### config.mk
export PLATFORM = sky130hd
export DESIGN_NAME = byte_striping
export DESIGN_NICKNAME = d
export VERILOG_FILES = /design/src/rtl/byte_striping.sv
export SDC_FILE = /design/constraint.sdc
export NUM_CORES = 1
export LEC_CHECK = 0
export ABC_AREA = 1
export CELL_PAD_IN_SITES_DETAIL_PLACEMENT = 2
export CELL_PAD_IN_SITES_GLOBAL_PLACEMENT = 2
export CORE_MARGIN = 5
export CORE_UTILIZATION = 28
export CTS_BUF_LIST = sky130_fd_sc_hd__clkbuf_4 sky130_fd_sc_hd__clkbuf_8
export DETAILED_ROUTE_END_ITERATION = 6
export PLACE_DENSITY_LB_ADDON = 0.05
export SLEW_MARGIN = 20
export SYNTH_ARGS = -nofsm -noshare
export SYNTH_HDL_FRONTEND = slang
export SYNTH_SLANG_ARGS = --single-unit
### constraint.sdc
create_clock -name clk -period 2.3 [get_ports clk]
set_input_delay 0.46 -clock clk [delete_from_list [all_inputs] [get_ports clk]]
set_output_delay 0.46 -clock clk [all_outputs]
set_load 0.03 [all_outputs]
### src/rtl/byte_striping.sv
// Byte striper for the transmit path: broadcasts ordered-set symbols to all
// four lanes outside a packet and deals packet bytes (STP..END) round-robin
// across TL0..TL3, starting at lane 0.
module byte_striping #(
   parameter logic [7:0] SKP = 8'h1C,
   parameter logic [7:0] IDL = 8'h7C,
   parameter logic [7:0] STP = 8'hFB,
   parameter logic [7:0] END = 8'hFD
) (
   input  logic       clk,
   input  logic       reset_L,
   input  logic [7:0] fromMux,
   output logic [7:0] TL0,
   output logic [7:0] TL1,
   output logic [7:0] TL2,
   output logic [7:0] TL3,
   output logic [3:0] laneValid
);

   typedef enum logic {
      OUTSIDE = 1'b0,
      INPKT   = 1'b1
   } state_t;

   state_t          state_q, state_d;
   logic [1:0]      ptr_q, ptr_d;
   logic [3:0][7:0] lane_q, lane_d;
   logic [3:0]      lane_valid_q, lane_valid_d;
   logic [3:0]      wr_en;

   logic is_ordered_set;
   logic is_stp;
   logic is_end;

   assign is_ordered_set = (fromMux == SKP) || (fromMux == IDL);
   assign is_stp         = (fromMux == STP);
   assign is_end         = (fromMux == END);

   // State, lane pointer and lane output registers; synchronous reset aborts any packet in flight.
   always_ff @(posedge clk) begin
      if (!reset_L) begin
         state_q      <= OUTSIDE;
         ptr_q        <= 2'd0;
         lane_q       <= '0;
         lane_valid_q <= 4'b0000;
      end else begin
         state_q      <= state_d;
         ptr_q        <= ptr_d;
         lane_q       <= lane_d;
         lane_valid_q <= lane_valid_d;
      end
   end

   // Next state and lane pointer: STP opens a packet with lane 0 already used, END closes it.
   always_comb begin
      state_d = state_q;
      ptr_d   = ptr_q;
      case (state_q)
         OUTSIDE: begin
            if (is_ordered_set) begin
               ptr_d = 2'd0;
            end else if (is_stp) begin
               state_d = INPKT;
               ptr_d   = 2'd1;
            end
         end
         INPKT: begin
            if (is_end) begin
               state_d = OUTSIDE;
               ptr_d   = 2'd0;
            end else begin
               ptr_d = ptr_q + 2'd1;
            end
         end
         default: begin
            state_d = OUTSIDE;
            ptr_d   = 2'd0;
         end
      endcase
   end

   // Lane write enables: broadcast for ordered sets, lane 0 for STP, one-hot at ptr inside a packet.
   always_comb begin
      wr_en = 4'b0000;
      case (state_q)
         OUTSIDE: begin
            if (is_ordered_set) begin
               wr_en = 4'b1111;
            end else if (is_stp) begin
               wr_en = 4'b0001;
            end
         end
         INPKT: begin
            wr_en = 4'b0001 << ptr_q;
         end
         default: begin
            wr_en = 4'b0000;
         end
      endcase

      lane_valid_d = wr_en;
      for (int n = 0; n < 4; n++) begin
         lane_d[n] = wr_en[n] ? fromMux : lane_q[n];
      end
   end

   assign TL0       = lane_q[0];
   assign TL1       = lane_q[1];
   assign TL2       = lane_q[2];
   assign TL3       = lane_q[3];
   assign laneValid = lane_valid_q;

endmodule

* Yosys cells after proc, flatten, opt, wreduce, memory -nomap -nowiden
Cells that the tools add are included.
** Word-level totals
- Flip-flop bits (word level) :: 39
- Bits of input ports :: 10
- Output and inout port bits :: 36
- Word-level logic and storage cells :: 27
** Operators by class
- Add/sub/neg operators :: 1
- Equality and inequality tests :: 5
- Shift-type cells :: 1
- Muxes and demuxes :: 11
- Bitwise gates (word level) :: 1
- Reductions and logical operators :: 1
** Operators by type and width (count)
- 8-bit == test, second input constant :: 2
- 8-bit by 5-bit == test with 1-bit output, second input constant :: 1
- 8-bit by 7-bit == test with 1-bit output, second input constant :: 1
- 4-bit one-hot mux with 2 select lines :: 1
- 2-bit 2-to-1 mux :: 3
- 1-bit 2-to-1 mux :: 4
- 4-bit 2-to-1 mux :: 1
- 2-bit one-hot mux with 2 select lines :: 1
- 1-bit by 2-bit left shift with 4-bit output, first input constant :: 1
- 3-bit inequality test, second input constant :: 1
- 2-bit by 1-bit adder with 2-bit output, second input constant :: 1
- 1-bit one-hot mux with 2 select lines :: 1
- 1-bit logical OR :: 1
- 1-bit inverter :: 1

* Longest topological paths before layout
Gate-level depths: netlist of the first run.
- Word-level depth :: 4
- Depth in mapped cells :: 9
- Depth with buffers taken out :: 8

* Worst setup path after synthesis of the first run
Ideal clock, no wire load.
- Path type :: reg-to-reg
- Start point :: register ptr_q[0]
- End point :: register lane_q, in the netlist TL0[6]
- Library setup time :: 0.114 ns
- Arrival :: 1.279 ns
- Data required time :: 2.186 ns
- Setup slack :: 0.908 ns
- Cell stages (with the launch flop) :: 8
- Path buffers :: 2
- Clock period less this slack :: 1.392 ns
- Cell sequence :: dfxtp_1 > inv_1 > ha_1 > or2_1 > buf_2 > buf_6 > a21oi_2 > nor2_2
** Between the ends
- Word-level cells in the longest chain between the ends :: 2
** Ends and longest elaborated chain
- start, declared :: line 26 : logic [1:0] ptr_q, ptr_d;
- start signal, assigned :: line 48 : ptr_q <= ptr_d;
- 1-bit by 2-bit left shift with 4-bit output :: line 94 : wr_en = 4'b0001 << ptr_q;
- 4-bit one-hot mux with 2 select lines :: line 85 : case (state_q)
- end signal, assigned :: line 49 : lane_q <= lane_d;
- end, declared :: line 27 : logic [3:0][7:0] lane_q, lane_d;
Every way passes these cells.
A chain may end at the register's enable or synchronous reset.

* Worst setup path after layout of the first run
- Start point :: input port fromMux[5]
- End point :: register lane_q, in the netlist TL2[1]
** Between the ends
- Word-level cells in the longest chain between the ends :: 4
- Elaborated cells between the ends (all ways) :: 5
- Classes of those cells :: 2 x eq/ne; 2 x mux; 1 x reduce/logical
** Ends and longest elaborated chain
- start, declared :: line 12 : input logic [7:0] fromMux,
- 8-bit by 5-bit == test with 1-bit output / 8-bit by 7-bit == test with 1-bit output (equally long branches) :: line 35 : assign is_ordered_set = (fromMux == SKP) || (fromMux == IDL);
- 1-bit logical OR (*) :: line 35
- 4-bit 2-to-1 mux (*) :: line 87 : if (is_ordered_set) begin
- 4-bit one-hot mux with 2 select lines (*) :: line 85
Every way passes the cells marked *; elsewhere a longest branch is shown, timed or not.

==> results of run 1 <==
## cell usage after synthesis
| cell | instances |
|---|---|
| nor2_1 | 53 |
| nand2_1 | 46 |
| dfxtp_1 | 39 |
| nand3b_1 | 21 |
| nand3_1 | 15 |
| inv_1 | 13 |
| a21oi_2 | 8 |
| ha_1 | 4 |
| inv_2 | 4 |
| nor2_2 | 4 |
| a21oi_1 | 3 |
| buf_6 | 3 |
| clkbuf_1 | 3 |
| nand2_2 | 3 |
| nand3_2 | 3 |
| o21bai_1 | 3 |
| buf_2 | 2 |
| buf_12 | 1 |
| buf_4 | 1 |
| inv_4 | 1 |
| nand3_4 | 1 |
| nand4_1 | 1 |
| nand4_4 | 1 |
| nor2_4 | 1 |
| or2_1 | 1 |
## power by group
part,internal [mW],switching (mW)
Sequential,0.680,0.00335
Clock,0.224,0.259
Combinational,0.0467,0.0677
Total,0.951,0.330
## registers in the layout (all words and copies together), names as in the netlist
name and cells:
TL0 8, TL1 8, TL2 8, TL3 8, laneValid 4, ptr_q 2, state_q 1
## through the flow
stage / util (%) / cells / worst slack [ns] / hold slack (ns) / area (sq um)
floorplan: - / 235 / 0.908 / 0.502 / 1830
global placement: 37.3 / 357 / 0.147 / 0.444 / 2370
detailed placement: 37.3 / 357 / 0.158 / 0.472 / 2370
CTS: 38.7 / 365 / 0.444 / 0.496 / 2460
global route: 38.7 / 365 / 0.318 / 0.519 / 2460
finish: 38.7 / 365 / 0.460 / 0.492 / 2460
## cells by family after synthesis
| group | count (synthesis) | share of synthesized area, % |
|---|---|---|
| compound gates | 14 | 5.87 |
| fa+ha+maj | 4 | 2.73 |
| buf+inv | 28 | 8.33 |
| flops | 39 | 42.6 |
| simple gates | 150 | 40.4 |
## tightest hold or removal path, cell delays in order, from the launching register on
cell      delay, ns
dfxtp_1        0.35
o21bai_1       0.08
inv_1          0.04
## per-layer routing
| layer | track usage [%] | up-vias |
|---|---|---|
| met1 | 18.2 | 822 |
| met3 | 3.00 | 8 |
| met2 | 24.9 | 30 |
| met5 | 0 | - |
| li1 | - | 844 |
| met4 | 4.03 | 0 |
## how the worst min path moves through the flow
stage              from       end  slack (ns)  cells after the start
2_1_floorplan  ptr_q[1]  ptr_q[1]        0.50                      2
3_3_place_gp     TL3[3]    TL3[3]        0.44                      2
6_report         TL2[3]    TL2[3]        0.49                      2
5_1_grt          TL3[3]    TL3[3]        0.52                      2
3_5_place_dp     TL2[3]    TL2[3]        0.47                      2
4_1_cts          TL2[3]    TL2[3]        0.50                      2
## final cells by class
type                       count  area share, %
multi-input combinational    168           36.5
sequential                    39           31.7
timing repair buffer          55           21.4
tap                           77           3.92
clock buffer                   6           3.10
inverter                      18           2.85
clock inverter                 2          0.509
==> flow_metrics.env, run 1 <==
export IMPL_status="complete, no violations"
export IMPL_drv_slew=0
export IMPL_dieArea_sq_um=8260
export IMPL_endpoint_kind="flip-flop"
export IMPL_drt_met1_wl_microns=2780
export IMPL_syn_num_nets=249
export IMPL_synthCells=235
export IMPL_reg2regPathDepth=6
export IMPL_slowest_delay_ns=0.65
export IMPL_core_sq_um=6350
export IMPL_cts_buffer_depth=2
export IMPL_filler_cell_count=722
export IMPL_grt_max_degree=20
export IMPL_cp_top_family="buffers and inverters"
export IMPL_slew_headroom_pct=49.7
export IMPL_crit_type="in2reg"
export IMPL_setup_viol=0
export IMPL_postCtsSetupBuffers=0
export IMPL_start_kind="primary input"
export IMPL_antenna_found_initial=0
export IMPL_finClkSkew_ns=0.00624
export IMPL_synth_top_area_share_pct=42.6
export IMPL_synthTopCellsByArea="dfxtp_1 (43%), nor2_1 (11%), nand2_1 (9.4%)"
export IMPL_ff2ff_setup_slack_ns=0.68
export IMPL_period_share_pct=80.0
export IMPL_met2_length_microns=2830
export IMPL_ant_nets=0
export IMPL_layout_nets=301
export IMPL_rr_endpoint="TL0[7]"
export IMPL_critPathBufInv=3
export IMPL_drt_iter0_drc=25
export IMPL_tns_ns=0
export IMPL_synth_area_sq_um=1830
export IMPL_crit_path_end="TL2[1]"
export IMPL_gr_total_overflow=0
export IMPL_synth_top_area_cell="dfxtp_1"
export IMPL_ctsHoldBuffers=0
export IMPL_critPathMaxFanout=19
export IMPL_totalWireLength_microns=5860
export IMPL_clk_pin_slew_worst_paths_ns=0.08
export IMPL_area_sequential_sq_um=781
export IMPL_start_util_pct=28.8
export IMPL_final_common_cell="nor2_1"
export IMPL_worstMarginPinSlew_ns=0.754
export IMPL_p_total_mw=1.28
export IMPL_period_minus_slack_ns=1.84
export IMPL_avgViaCountPerCell=4.67
export IMPL_ys_seq_area_share_pct=42.6
export IMPL_cts_sinks=39
export IMPL_arrival_ns=2.04
export IMPL_top_layer="met4"
export IMPL_root_buffer="clkbuf_8"
export IMPL_drc=0
export IMPL_std_cell_rows=29
export IMPL_n_antenna_cell=0
export IMPL_min_path_type="reg2reg"
export IMPL_irDropWorstVdd_v=0.000280
export IMPL_die_y_microns=90.9
export IMPL_hold_violations=0
export IMPL_cts_made_buffers=5
export IMPL_crit_top_cell="nand2_1"
export IMPL_critPathSlowestCell="clkdlybuf4s50_1"
export IMPL_leakagePower_nw=1.12
export IMPL_synth_seq_cells=39
export IMPL_yosys_cell_types_count=25
export IMPL_drv_cap=0
export IMPL_r2r_start="ptr_q[0]"
export IMPL_vias=1704
export IMPL_cp_depth=9
export IMPL_cts_repair_resized=0
export IMPL_synth_warnings=0
export IMPL_wl_met3_microns=177
export IMPL_clock_fmax_mhz=543
export IMPL_cp_cell_sequence="clkdlybuf4s50_1 > inv_1 > nand2_1 > nand2_2 > nand4_4 > buf_4 > nand3b_1 > nand2_1 > nor2_1"
export IMPL_htree_num_levels=2
export IMPL_multi_input_area_sq_um=898
export IMPL_grt_pass1_vias=1881
export IMPL_cp_data_required_time_ns=2.49
export IMPL_worstSkewPairLatency_ns=0.30
export IMPL_avgSynthCellArea_sq_um=7.79
export IMPL_ios=46
export IMPL_drt_pass1_iter_count=4
export IMPL_wl_per_cell_microns=16.1
export IMPL_area_growth_pct=34.3
export IMPL_grt_use_total_pct=14.5
export IMPL_mostFrequentLayoutCells="nor2_1 (53), nand2_1 (46), clkdlybuf4s50_1 (45)"
export IMPL_place_congestion=0.702
export IMPL_dp_hpwl_microns=4380
export IMPL_grt_pass1_wl_microns=9600
export IMPL_io_buffers=45
export IMPL_pwr_density_cell_nw_per_um2=521
export IMPL_critPathLaunch="fromMux[5]"
export IMPL_layout_drive_gt1_share_pct=15.3
export IMPL_tritoncts="done"
export IMPL_die_w_microns=90.9
export IMPL_rsz0062_at_grt="no"
No activity file was read; power rests on OpenSTA's default activity.
==> inputs of run 2 (changes only) <==
clock period = 1.9 ns   (was 2.3 ns; I/O delays follow)
==> run 2 against run 1 <==
  * Flip-flop and latch count unchanged
  * Critical path depth down 8
  * First-iteration DRC count grew to 3.2 times the previous value
  * Die area did not move
  * Register-to-register slack got worse by 0.45 ns
  * Worst hold slack worse by 0.020 ns
  * Final area rose by 6.5%
  * Clock skew fell by 0.0017 ns
  * Critical path type is now reg2out
  * Critical endpoint is now TL0[2]
  * Highest routed layer unchanged
==> flow_metrics.env, run 2 (synthesized netlist as in run 1, its figures left out) <==
export IMPL_drt_pass1_iter_count=4
export IMPL_min_to="TL3[3]"
export IMPL_irDropWorstVdd_v=0.000254
export IMPL_status="complete, no violations"
export IMPL_ff2ff_setup_slack_ns=0.23
export IMPL_cts_sinks=39
export IMPL_die_y_microns=90.9
export IMPL_drt_iter0_drc=80
export IMPL_pre_cts_ws_ns=-0.0535
export IMPL_rr_endpoint="TL0[7]"
export IMPL_setup_viol=0
export IMPL_mostFrequentLayoutCells="nor2_1 (53), nand2_1 (46), clkdlybuf4s50_1 (45)"
export IMPL_die_w_microns=90.9
export IMPL_cp_cell_sequence="clkdlybuf4s50_1"
export IMPL_worstMarginPinSlew_ns=0.769
export IMPL_slowest_delay_ns=0.68
export IMPL_tritoncts="done"
export IMPL_vias=1741
export IMPL_ant_nets=0
export IMPL_critPathSlowestCell="clkdlybuf4s50_1"
export IMPL_dp_hpwl_microns=4450
export IMPL_wl_per_cell_microns=15.5
export IMPL_grt_pass1_vias=1985
export IMPL_pwr_density_cell_nw_per_um2=656
export IMPL_start_kind="flip-flop"
export IMPL_cts_repair_resized=0
export IMPL_grt_use_total_pct=15.1
export IMPL_htree_num_levels=2
export IMPL_critPathBufInv=1
export IMPL_period_share_pct=90.0
export IMPL_n_antenna_cell=0
export IMPL_root_buffer="clkbuf_8"
export IMPL_layout_drive_gt1_share_pct=19.2
export IMPL_io_buffers=45
export IMPL_totalWireLength_microns=5890
export IMPL_clock_fmax_mhz=584
export IMPL_worstSkewPairLatency_ns=0.29
export IMPL_hold_violations=0
export IMPL_final_common_cell="nor2_1"
export IMPL_postCtsSetupBuffers=0
export IMPL_arrival_ns=1.33
export IMPL_area_growth_pct=43.0
export IMPL_min_from="TL3[3]"
export IMPL_drc=0
export IMPL_rsz0062_at_grt="no"
export IMPL_timing_final_ws_setup_ns=0.189
export IMPL_core_sq_um=6350
export IMPL_cp_data_required_time_ns=1.52
export IMPL_endpoint_kind="output port"
export IMPL_ios=46
export IMPL_critPathMaxFanout=2
export IMPL_final_util_pct=41.2
export IMPL_gr_total_overflow=0
export IMPL_dp_cells=371
export IMPL_std_cell_rows=29
export IMPL_stdcell_count=379
export IMPL_cts_buffer_depth=2
export IMPL_cts_made_buffers=5
export IMPL_period_minus_slack_ns=1.71
export IMPL_layout_nets=315
export IMPL_place_congestion=0.773
export IMPL_drv_slew=0
export IMPL_avgViaCountPerCell=4.59
export IMPL_min_path_type="reg2reg"
export IMPL_dieArea_sq_um=8260
export IMPL_finClkSkew_ns=0.00455
export IMPL_crit_type="reg2out"
export IMPL_hold_path_cell_count=2
export IMPL_grt_max_degree=18
export IMPL_reg2regPathDepth=6
export IMPL_clk_pin_slew_worst_paths_ns=0.08
export IMPL_drv_cap=0
export IMPL_ctsHoldBuffers=0
export IMPL_p_total_mw=1.72
export IMPL_tns_ns=0
export IMPL_antenna_found_initial=0
export IMPL_cp_top_family="buffers and inverters"
export IMPL_grt_pass1_wl_microns=10100
export IMPL_leakagePower_nw=1.21
export IMPL_r2r_start="ptr_q[0]"
export IMPL_start_util_pct=28.8
export IMPL_slew_headroom_pct=48.8
[run 2: changes by cell type in the layout (fill, tap and decap cells not counted)]
| cell | delta |
|---|---|
| clkbuf_4 | -1 |
| clkinvlp_4 | -1 |
| clkbuf_8 | +1 |
| bufinv_16 | +1 |
| buf_4 | +12 |
| buf_12 | +2 |
[run 2: final cells by class]
| cell class | count | area (sq um) |
|---|---|---|
| sequential | 39 | 781 |
| timing repair buffer | 69 | 656 |
| fill | 735 | 3730 |
| clock inverter | 2 | 35.0 |
| clock buffer | 6 | 82.6 |
| multi-input combinational | 168 | 898 |
| tap | 77 | 96.3 |
| inverter | 18 | 70.1 |
[run 2: stage by stage]
stage | cell area (sq um) | hold slack, ns
after floorplan | 1830 | 0.502
after global placement | 2500 | 0.446
after detailed placement | 2500 | 0.458
after CTS | 2620 | 0.476
after global routing | 2620 | 0.509
final | 2620 | 0.472
[run 2: power by group]
| group | leakage (nW) | internal [mW] | switching (mW) |
|---|---|---|---|
| clock | 0.0612 | 0.426 | 0.315 |
| sequential | 0.314 | 0.823 | 0.00382 |
| combinational | 0.836 | 0.0662 | 0.0835 |
[run 2: metal layers]
layer / global-route usage (%) / routed length (microns) / vias up / part of all wire, %
met2: 25.9 / 2870 / 30 / 49
met4: 2.93 / 52 / 0 / 0.88
met5: 0 / 0 / - / 0
li1: - / - / 873 / -
met1: 19.6 / 2780 / 833 / 47
met3: 3.33 / 184 / 5 / 3.1
[run 2: worst max-delay path by stage]
stage / start / end / slack [ns] / cells after the start
6_report: TL0[2] / TL0[2] / 0.19 / 1
5_1_grt: ptr_q[0] / TL0[0] / 0.07 / 6
4_1_cts: TL0[2] / TL0[2] / 0.16 / 1
3_5_place_dp: fromMux[0] / TL0[7] / -0.05 / 9
3_3_place_gp: fromMux[3] / TL2[2] / -0.02 / 8
2_1_floorplan: ptr_q[0] / TL0[6] / 0.51 / 7
[run 2: worst register-to-register path: stages (launching register included)]
cell and delay [ns]:
dfxtp_1 0.34, inv_1 0.14, ha_1 0.18, or2_1 0.61, nand3_1 0.18, nand2_1 0.09, nor2_1 0.04
==> inputs of run 3 (changes only) <==
CELL_PAD_IN_SITES_DETAIL_PLACEMENT = 1   (was 2)
CELL_PAD_IN_SITES_GLOBAL_PLACEMENT = 1   (was 2)
CORE_ASPECT_RATIO = 1.2   (was unset)
==> run 3 against run 2 <==
  * Clock skew grew 0.0063 ns
  * Non-clock buffer count rose by 1
  * Sequential power hardly changed
  * Power decreased by 0.50%
  * Largest power group unchanged
  * Clock power down 0.9%
  * Worst setup slack worse by 0.0037 ns
  * Die area barely moved
  * Combinational power about the same
  * Register-to-register slack improved by 0.10 ns
  * Highest routed layer unchanged
==> flow_metrics.env, run 3 (synthesized netlist as in run 1, its figures left out) <==
export IMPL_slowest_delay_ns=0.68
export IMPL_grt_pass1_vias=1832
export IMPL_min_from="TL2[3]"
export IMPL_leakagePower_nw=1.21
export IMPL_min_path_type="reg2reg"
export IMPL_die_y_microns=98.6
export IMPL_filler_cell_count=787
export IMPL_grt_use_total_pct=13.6
export IMPL_rr_endpoint="TL0[0]"
export IMPL_htree_num_levels=2
export IMPL_io_buffers=45
export IMPL_seq_power_share_pct=48.4
export IMPL_postCtsSetupBuffers=0
export IMPL_cp_data_required_time_ns=1.52
export IMPL_setup_viol=0
export IMPL_dp_cells=380
export IMPL_std_cell_rows=32
export IMPL_timing_final_ws_setup_ns=0.185
export IMPL_cp_depth=1
export IMPL_cp_top_family="buffers and inverters"
export IMPL_die_w_microns=83.8
export IMPL_critPathSlowestCell="clkdlybuf4s50_1"
export IMPL_arrival_ns=1.33
export IMPL_dp_hpwl_microns=4110
export IMPL_cts_sinks=39
export IMPL_place_congestion=0.717
export IMPL_cts_buffer_depth=2
export IMPL_swShare_pct=23.1
export IMPL_drv_cap=0
export IMPL_pre_cts_ws_ns=-0.0620
export IMPL_irDropWorstVdd_v=0.000273
export IMPL_cts_made_buffers=5
export IMPL_avgViaCountPerCell=4.41
export IMPL_r2r_start="ptr_q[0]"
export IMPL_totalWireLength_microns=5390
export IMPL_area_growth_pct=43.2
export IMPL_n_antenna_cell=0
export IMPL_layout_nets=316
export IMPL_critPathMaxFanout=2
export IMPL_period_share_pct=90.2
export IMPL_root_buffer="clkbuf_8"
export IMPL_worstMarginPinSlew_ns=0.750
export IMPL_pwr_density_cell_nw_per_um2=651
export IMPL_fin_hold_ws_ns=0.475
export IMPL_finClkSkew_ns=0.0108
export IMPL_ios=46
export IMPL_ctsHoldBuffers=0
export IMPL_antenna_found_initial=0
export IMPL_cts_repair_resized=0
export IMPL_start_util_pct=28.6
export IMPL_period_minus_slack_ns=1.71
export IMPL_dieArea_sq_um=8270
export IMPL_endpoint_kind="output port"
export IMPL_drt_iter0_drc=51
export IMPL_clkPwrFrac_pct=42.9
export IMPL_grt_max_degree=26
export IMPL_ant_nets=0
export IMPL_layout_drive_gt1_share_pct=19.5
export IMPL_rsz0062_at_grt="no"
export IMPL_tritoncts="done"
export IMPL_wl_per_cell_microns=13.9
export IMPL_crit_path_end="TL3[0]"
export IMPL_clock_fmax_mhz=583
export IMPL_combinationalPowerShare_pct=8.7
export IMPL_hold_violations=0
export IMPL_switching_power_mw=0.394
export IMPL_drt_pass1_iter_count=4
export IMPL_gr_total_overflow=0
export IMPL_final_util_pct=41.0
export IMPL_drc=0
export IMPL_final_common_cell="nor2_1"
export IMPL_drv_slew=0
export IMPL_mostFrequentLayoutCells="nor2_1 (53), nand2_1 (46), clkdlybuf4s50_1 (45)"
export IMPL_status="complete, no violations"
export IMPL_critPathBufInv=1
export IMPL_cp_cell_sequence="clkdlybuf4s50_1"
export IMPL_internal_power_mw=1.32
export IMPL_ff2ff_setup_slack_ns=0.33
export IMPL_stdcell_count=388
export IMPL_grt_pass1_wl_microns=9030
export IMPL_critPathLaunch="TL3[0]"
export IMPL_clk_pin_slew_worst_paths_ns=0.09
export IMPL_slew_headroom_pct=50.0
export IMPL_vias=1711
export IMPL_core_sq_um=6410
export IMPL_worstSkewPairLatency_ns=0.29
export IMPL_reg2regPathDepth=6
export IMPL_start_kind="flip-flop"
export IMPL_crit_type="reg2out"
[run 3: cell types whose count changed in the layout (fill, tap and decap cells not counted)]
cell / change
buf_12: -1
buf_4: +2
[run 3: layout make-up]
| type | count | area, sq um | area share (%) |
|---|---|---|---|
| flip-flops and latches | 39 | 781 | 29.8 |
| well taps | 85 | 106 | 4.05 |
| clock inverters | 2 | 35.0 | 1.34 |
| inverters | 18 | 70.1 | 2.67 |
| clock buffers | 6 | 82.6 | 3.15 |
| repair buffers | 70 | 651 | 24.8 |
| multi-input cells | 168 | 898 | 34.2 |
[run 3: worst min-delay path by stage]
stage                     endpoint  slack (ns)  cells past startpoint
final                       TL2[3]        0.47                      2
after global routing        TL2[3]        0.52                      2
after CTS                   TL2[3]        0.48                      2
after detailed placement    TL2[3]        0.45                      2
after global placement      TL3[3]        0.45                      2
after floorplan           ptr_q[1]        0.50                      2
[run 3: through the flow]
step / instance area [sq um] / setup TNS, ns / power, mW
after floorplan: 1830 / 0 / 0.911
after global placement: 2510 / -0.469 / 0.997
after detailed placement: 2510 / -0.508 / 0.998
after CTS: 2620 / 0 / 1.74
after global routing: 2620 / 0 / 1.79
final: 2620 / 0 / 1.71
[run 3: routing by layer]
layer  GRT usage (%)  vias up  wire (microns)
met3            3.43        8             196
li1                -      871               -
met4            4.83        0              73
met1            16.7      795            2540
met2            23.1       37            2580
met5               0        -               0
[run 3: power by group through the flow]
stage                     Combinational (mW)  Sequential (mW)  Clock [mW]
after floorplan                       0.0516            0.859           0
after global placement                 0.151            0.847           0
after detailed placement               0.151            0.847           0
after CTS                              0.152            0.827       0.761
after global routing                   0.163            0.828       0.794
final                                  0.149            0.827       0.734
